==> config.mk <==
export PLATFORM = sky130hd
export DESIGN_NAME = hbridge_guard
export DESIGN_NICKNAME = d
export VERILOG_FILES = /design/src/rtl/hbridge_guard.sv
export SDC_FILE = /design/constraint.sdc
export NUM_CORES = 1
export LEC_CHECK = 0
export BUFFER_PORTS_ARGS = -buffer_cell sky130_fd_sc_hd__buf_2
export CORE_ASPECT_RATIO = 2
export CORE_UTILIZATION = 40
export CTS_CLUSTER_SIZE = 14
export DETAILED_ROUTE_END_ITERATION = 6
export PLACE_DENSITY_LB_ADDON = 0.3
export SLEW_MARGIN = 10
export SYNTH_ARGS = -nofsm -noshare
export SYNTH_HDL_FRONTEND = slang
export SYNTH_SLANG_ARGS = --single-unit
==> constraint.sdc <==
create_clock -name clk -period 2.7 [get_ports clk]
set_input_delay 0 -clock clk [delete_from_list [all_inputs] [get_ports clk]]
set_output_delay 0 -clock clk [all_outputs]
set_load 0.02 [all_outputs]
==> src/rtl/hbridge_guard.sv <==
`default_nettype none
// ============================================================================
// Module      : hbridge_guard
// Description : Output stage for the rover motor drive. Applies commanded
//               H-bridge pairs with enforced dead-time on direction reversal,
//               filters the raw overcurrent comparators into OC flags and
//               kills both enables while any fault is active.
// Revision    : 1.0 - initial release
// ============================================================================
module hbridge_guard #(
    parameter int DEADTIME_CYC = 100000,
    parameter int OC_FILT      = 16,
    parameter int OC_HOLD      = 50000
) (
    input  logic       clk,
    input  logic       reset,
    input  logic [3:0] in_cmd,
    input  logic [1:0] en_cmd,
    input  logic [1:0] sense,
    output logic [3:0] hb_in,
    output logic [1:0] hb_en,
    output logic [1:0] OC,
    output logic       busy
);

    localparam int DW = (DEADTIME_CYC > 1) ? $clog2(DEADTIME_CYC) : 1;
    localparam int FW = $clog2(OC_FILT + 1);
    localparam int HW = $clog2(OC_HOLD + 1);

    localparam logic [DW-1:0] DEAD_RELOAD = DW'(DEADTIME_CYC - 1);
    localparam logic [FW-1:0] FILT_MAX    = FW'(OC_FILT);
    localparam logic [HW-1:0] HOLD_MAX    = HW'(OC_HOLD);

    typedef enum logic [0:0] {
        ST_RUN  = 1'b0,
        ST_DEAD = 1'b1
    } state_t;

    // ------------------------------------------------------------------------
    // Sense synchronisers
    // ------------------------------------------------------------------------
    logic [1:0] sense_meta_q;
    logic [1:0] sense_sync_q;

    // Two-flop synchroniser for the asynchronous comparator outputs
    always_ff @(posedge clk or posedge reset) begin
        if (reset) begin
            sense_meta_q <= 2'b00;
            sense_sync_q <= 2'b00;
        end else begin
            sense_meta_q <= sense;
            sense_sync_q <= sense_meta_q;
        end
    end

    // ------------------------------------------------------------------------
    // Overcurrent filter / hold per channel
    // ------------------------------------------------------------------------
    logic [1:0] oc_q;
    logic [1:0] oc_d;

    for (genvar i = 0; i < 2; i++) begin : g_sense
        logic [FW-1:0] filt_q;
        logic [FW-1:0] filt_d;
        logic [HW-1:0] hold_q;
        logic [HW-1:0] hold_d;
        logic          oc_nxt;

        // Filter counts consecutive high samples; hold counts consecutive low
        // samples only while the flag is up so a release always starts fresh
        always_comb begin
            filt_d = '0;
            if (sense_sync_q[i]) begin
                filt_d = (filt_q == FILT_MAX) ? filt_q : filt_q + 1'b1;
            end
            hold_d = '0;
            if (oc_q[i] && !sense_sync_q[i]) begin
                hold_d = (hold_q == HOLD_MAX) ? hold_q : hold_q + 1'b1;
            end
            oc_nxt = oc_q[i] ? (hold_d != HOLD_MAX) : (filt_d == FILT_MAX);
        end

        assign oc_d[i] = oc_nxt;

        // Filter and hold counter registers
        always_ff @(posedge clk or posedge reset) begin
            if (reset) begin
                filt_q <= '0;
                hold_q <= '0;
            end else begin
                filt_q <= filt_d;
                hold_q <= hold_d;
            end
        end
    end

    // Registered fault flags
    always_ff @(posedge clk or posedge reset) begin
        if (reset) begin
            oc_q <= 2'b00;
        end else begin
            oc_q <= oc_d;
        end
    end

    // ------------------------------------------------------------------------
    // Per-channel reversal guard
    // ------------------------------------------------------------------------
    logic [3:0] ap_all;
    logic [1:0] run_nxt;
    logic [1:0] dead_nxt;

    for (genvar i = 0; i < 2; i++) begin : g_chan
        logic [1:0]    pair;
        state_t        state_q;
        state_t        state_d;
        logic [1:0]    ap_q;
        logic [1:0]    ap_d;
        logic [1:0]    cmd_last_q;
        logic [DW-1:0] dcnt_q;
        logic [DW-1:0] dcnt_d;

        assign pair = in_cmd[2*i +: 2];

        // Reversal between two driven pairs goes through coast; leaving or
        // entering coast is applied directly. Any command change while coasting
        // restarts the dead period so it is timed from the last change.
        always_comb begin
            state_d = state_q;
            ap_d    = ap_q;
            dcnt_d  = dcnt_q;
            case (state_q)
                ST_RUN: begin
                    if (pair != ap_q) begin
                        if (ap_q == 2'b00 || pair == 2'b00) begin
                            ap_d = pair;
                        end else begin
                            state_d = ST_DEAD;
                            ap_d    = 2'b00;
                            dcnt_d  = DEAD_RELOAD;
                        end
                    end
                end
                ST_DEAD: begin
                    if (pair != cmd_last_q) begin
                        dcnt_d = DEAD_RELOAD;
                    end else if (dcnt_q == '0) begin
                        ap_d    = pair;
                        state_d = ST_RUN;
                    end else begin
                        dcnt_d = dcnt_q - 1'b1;
                    end
                end
                default: begin
                    state_d = ST_RUN;
                    ap_d    = 2'b00;
                    dcnt_d  = '0;
                end
            endcase
        end

        // Channel state, applied pair, last command and dead counter
        always_ff @(posedge clk or posedge reset) begin
            if (reset) begin
                state_q    <= ST_RUN;
                ap_q       <= 2'b00;
                cmd_last_q <= 2'b00;
                dcnt_q     <= '0;
            end else begin
                state_q    <= state_d;
                ap_q       <= ap_d;
                cmd_last_q <= pair;
                dcnt_q     <= dcnt_d;
            end
        end

        assign ap_all[2*i +: 2] = ap_q;
        assign run_nxt[i]       = (state_d == ST_RUN);
        assign dead_nxt[i]      = (state_d == ST_DEAD);
    end

    // ------------------------------------------------------------------------
    // Output registers
    // ------------------------------------------------------------------------
    logic [1:0] hb_en_q;
    logic       busy_q;

    // Enables track the commands one cycle late; any fault on either channel
    // drops both enables on the same edge the flag rises
    always_ff @(posedge clk or posedge reset) begin
        if (reset) begin
            hb_en_q <= 2'b00;
            busy_q  <= 1'b0;
        end else begin
            hb_en_q <= en_cmd & run_nxt & {2{~(|oc_d)}};
            busy_q  <= |dead_nxt;
        end
    end

    assign hb_in = ap_all;
    assign hb_en = hb_en_q;
    assign OC    = oc_q;
    assign busy  = busy_q;

endmodule
`default_nettype wire

==> flow_summary.json <==
{
  "cts_tree": "done",
  "critPathCaptureType": "flip-flop",
  "status": "finished clean",
  "synth.distinct_cells": 72,
  "clock.fmax_mhz": 423.9,
  "power_density_mw_per_mm2": 479.6,
  "first_pass_iters": 4,
  "hold_class": "in2async",
  "path_delay_family": "simple AND/OR/NAND/NOR gates",
  "dpl.hpwl_um": 8166,
  "post-route-min-period_ns": 2.359,
  "synthFlopType": "dfrtp_1",
  "clockBufferDepth": 2,
  "cp.depth": 7,
  "syn-instance-count": 537,
  "register_area_mm2": 0.002377,
  "final_cell_area_mm2": 0.005903,
  "cp_data_required_time_ns": 2.95,
  "worst_pin_slew_ns": 0.6097,
  "dieArea_mm2": 0.01376,
  "multi_input_area_mm2": 0.002706,
  "placed_area_mm2": 0.005544,
  "clk_latency_ns": 0.34,
  "async_flop_share_pct": 100.0,
  "ys_ff_latch": 95,
  "rsz0062_at_grt": "false",
  "yosys_warnings": 0,
  "cts_buffers": 9,
  "io_pins": 19,
  "avgSynthCellArea_um2": 9.884,
  "syn_to_final_growth_pct": 11.22,
  "gp_congestion": 0.8522,
  "drive_gt1_share_pct": 12.92,
  "grt_pass1_wl_um": 19160,
  "postLayoutCoreUtil_pct": 45.44,
  "clock_skew_ns": 0.007744,
  "grt_overflow": 0,
  "grt_use_total_pct": 17.46,
  "die_y_um": 164.9,
  "drt-initial-drc-count": 232,
  "ant_nets": 0,
  "final_net_count": 580,
  "crit_type": "reg2reg",
  "netlist_area_mm2": 0.005308,
  "cp_slowest_cell": "dfrtp_1",
  "p_leak_nw": 2.341,
  "routedWlPerCell_um": 15.83,
  "antenna_found_initial": 0,
  "wl_um": 11350,
  "ys_seq_area_share_pct": 44.79,
  "tns_ns": 0,
  "initial_core_util_pct": 40.85,
  "setup_viol": 0,
  "rr_endpoint": "hb_en[1]",
  "cp-startpoint": "g_sense[1].hold_q[0]",
  "critPathMaxFanout": 10,
  "irDropWorstVdd_uv": 471.1,
  "path_cells": "ha_1 -> nand4_1 -> nor4_2 -> mux2i_1 -> a211oi_1 -> a31oi_2 -> nor3_1",
  "hold_viol": 0,
  "reg2reg_depth": 7,
  "cts_resized": 0,
  "startpoint_type": "flip-flop",
  "drc_errors": 0,
  "vias": 4004,
  "coreArea_mm2": 0.01299,
  "avgViaCountPerCell": 5.584,
  "slew_viol_final": 0,
  "portBuffers": 18,
  "fillerInstances": 1206,
  "syn-num-nets": 557,
  "clk_pin_slew_ns": 0.07,
  "htree_levels": 3,
  "r2r_setup_slack_ns": 0.34,
  "maxCapViolCount": 0,
  "relSlewSlack_pct": 59.20,
  "synth_edf_count": 0,
  "reg2reg_from": "g_sense[1].hold_q[0]",
  "clock_sinks": 95,
  "grt_pass1_vias": 4045,
  "diodes": 0,
  "crit_buf_inv": 0,
  "crit_path_end": "hb_en[1]",
  "timing.final.crit_share_pct": 87.37,
  "die_w_um": 83.45,
  "crit_path_max_incr_delay_ns": 0.46,
  "cp_data_arrival_time_ns": 2.61,
  "rows": 59,
  "grt_max_degree": 96,
  "clockRootBuffer": "clkbuf_16"
}
report_power, final:
group	switching, mW	total, mW	internal (mW)	leakage [nW]
clock network	0.531	1.18	0.650	0.134
logic	0.102	0.167	0.0655	1.04
registers	0.0303	1.48	1.45	1.17
total	0.662	2.83	2.17	2.34
repair_timing:
item                      4_1_cts  5_1_grt
hold buffers                    9        0
buffers inserted                0        0
hold endpoints to repair      106        0
how the worst min path moves through the flow:
stage / slack (ns) / to / startpoint / depth (start not counted)
after floorplan: 0.03 / g_chan[0].cmd_last_q[0] / in_cmd[0] / 0
after global placement: 0.11 / sense_meta_q[0] / sense[0] / 1
after detailed placement: 0.11 / sense_meta_q[0] / sense[0] / 1
after CTS: 0.31 / sense_meta_q[1] / sense[1] / 2
after global routing: 0.32 / sense_meta_q[1] / sense[1] / 2
final: 0.28 / g_sense[1].hold_q[2] / reset / 4
sequential cells by signal (all words and copies together), names as in the netlist:
| signal | flops |
|---|---|
| g_chan.cmd_last_q | 4 |
| g_sense.hold_q | 32 |
| g_sense.filt_q | 10 |
| hb_en | 2 |
| g_chan.dcnt_q | 34 |
| sense_meta_q | 2 |
| g_chan.ap_q | 4 |
| busy | 1 |
| g_chan.state_q | 2 |
| OC | 2 |
| sense_sync_q | 2 |
layout by cell type (no fill, tap or decap), drive strengths merged, types with 9 or more instances in the layout:
master	n
xnor2	29
nor3	16
xor2	20
nor4	18
ha	10
dfrtp	95
nand4	16
nor2b	10
clkbuf	13
a21oi	18
nand3	25
or3	12
buf	24
nand2	31
inv	32
nor2	55
dlygate4sd3	9
o21ai	20
cell usage after synthesis, drive strengths merged (2+ instances only):
library cell,instances,area (um2)
dfrtp,95,2377
nor2,55,206.5
inv,32,120.1
nand2,31,116.4
xnor2,29,254.0
nand3,25,130.1
o21ai,20,100.1
xor2,20,175.2
a21oi,18,90.09
nor4,18,155.1
nand4,16,163.9
nor3,16,96.35
buf,14,76.32
or3,12,80.08
ha,10,125.1
nor2b,10,62.56
a31oi,8,71.32
and3,8,50.05
clkbuf,7,27.52
nor3b,7,57.55
a22o,6,52.55
and2,6,37.54
a211oi,5,37.54
nand2b,5,31.28
nor4bb,5,50.05
and4bb,4,50.05
mux2,4,45.04
o21a,4,30.03
a31o,3,26.28
a41oi,3,33.79
and4,3,26.28
mux2i,3,30.03
nand4b,3,26.28
nor4b,3,38.79
o31ai,3,22.52
or2,3,18.77
a21o,2,15.01
a311oi,2,17.52
a32o,2,20.02
and4b,2,20.02
o211ai,2,15.01
o41ai,2,25.03
routing by layer:
| metal | GRT usage (%) | routed length (um) | up-vias |
|---|---|---|---|
| li1 | - | - | 1968 |
| met1 | 18.71 | 4579 | 1967 |
| met2 | 32.68 | 6194 | 50 |
| met3 | 2.949 | 227 | 19 |
| met4 | 8.937 | 349 | 0 |
| met5 | 0 | 0 | - |
area by class of cell:
class | count | share of cell area [%]
well taps | 152 | 3.222
multi-input cells | 389 | 45.85
inverters | 32 | 2.077
clock inverters | 3 | 0.3179
flip-flops and latches | 95 | 40.27
repair buffers | 33 | 4.027
clock buffers | 13 | 4.239
worst min-delay path: stages:
cell	delay [ns]
dlygate4sd3_1	0.53
buf_2	0.13
inv_4	0.05
buf_12	0.36
stage by stage:
stage | hold slack, ns | instances | setup WS (ns) | power (mW)
floorplan | 0.03143 | 537 | 0.2230 | 1.620
global placement | 0.1138 | 692 | 0.4289 | 1.666
detailed placement | 0.1141 | 692 | 0.3472 | 1.671
CTS | 0.3098 | 717 | 0.3341 | 2.871
global route | 0.3159 | 717 | 0.1116 | 2.953
finish | 0.2783 | 717 | 0.3410 | 2.831
kinds of logic after synthesis:
| logic type | Yosys count | share of synthesized area [%] |
|---|---|---|
| XOR/XNOR | 49 | 8.086 |
| AND/OR/NAND/NOR | 236 | 27.32 |
| AO/OA/AOI/OAI | 87 | 11.81 |
| buffers and inverters | 53 | 4.220 |
| flip-flops | 95 | 44.79 |
| multiplexers | 7 | 1.414 |
| adder cells (fa/ha/maj) | 10 | 2.357 |
No activity file was read; power rests on OpenSTA's default activity.
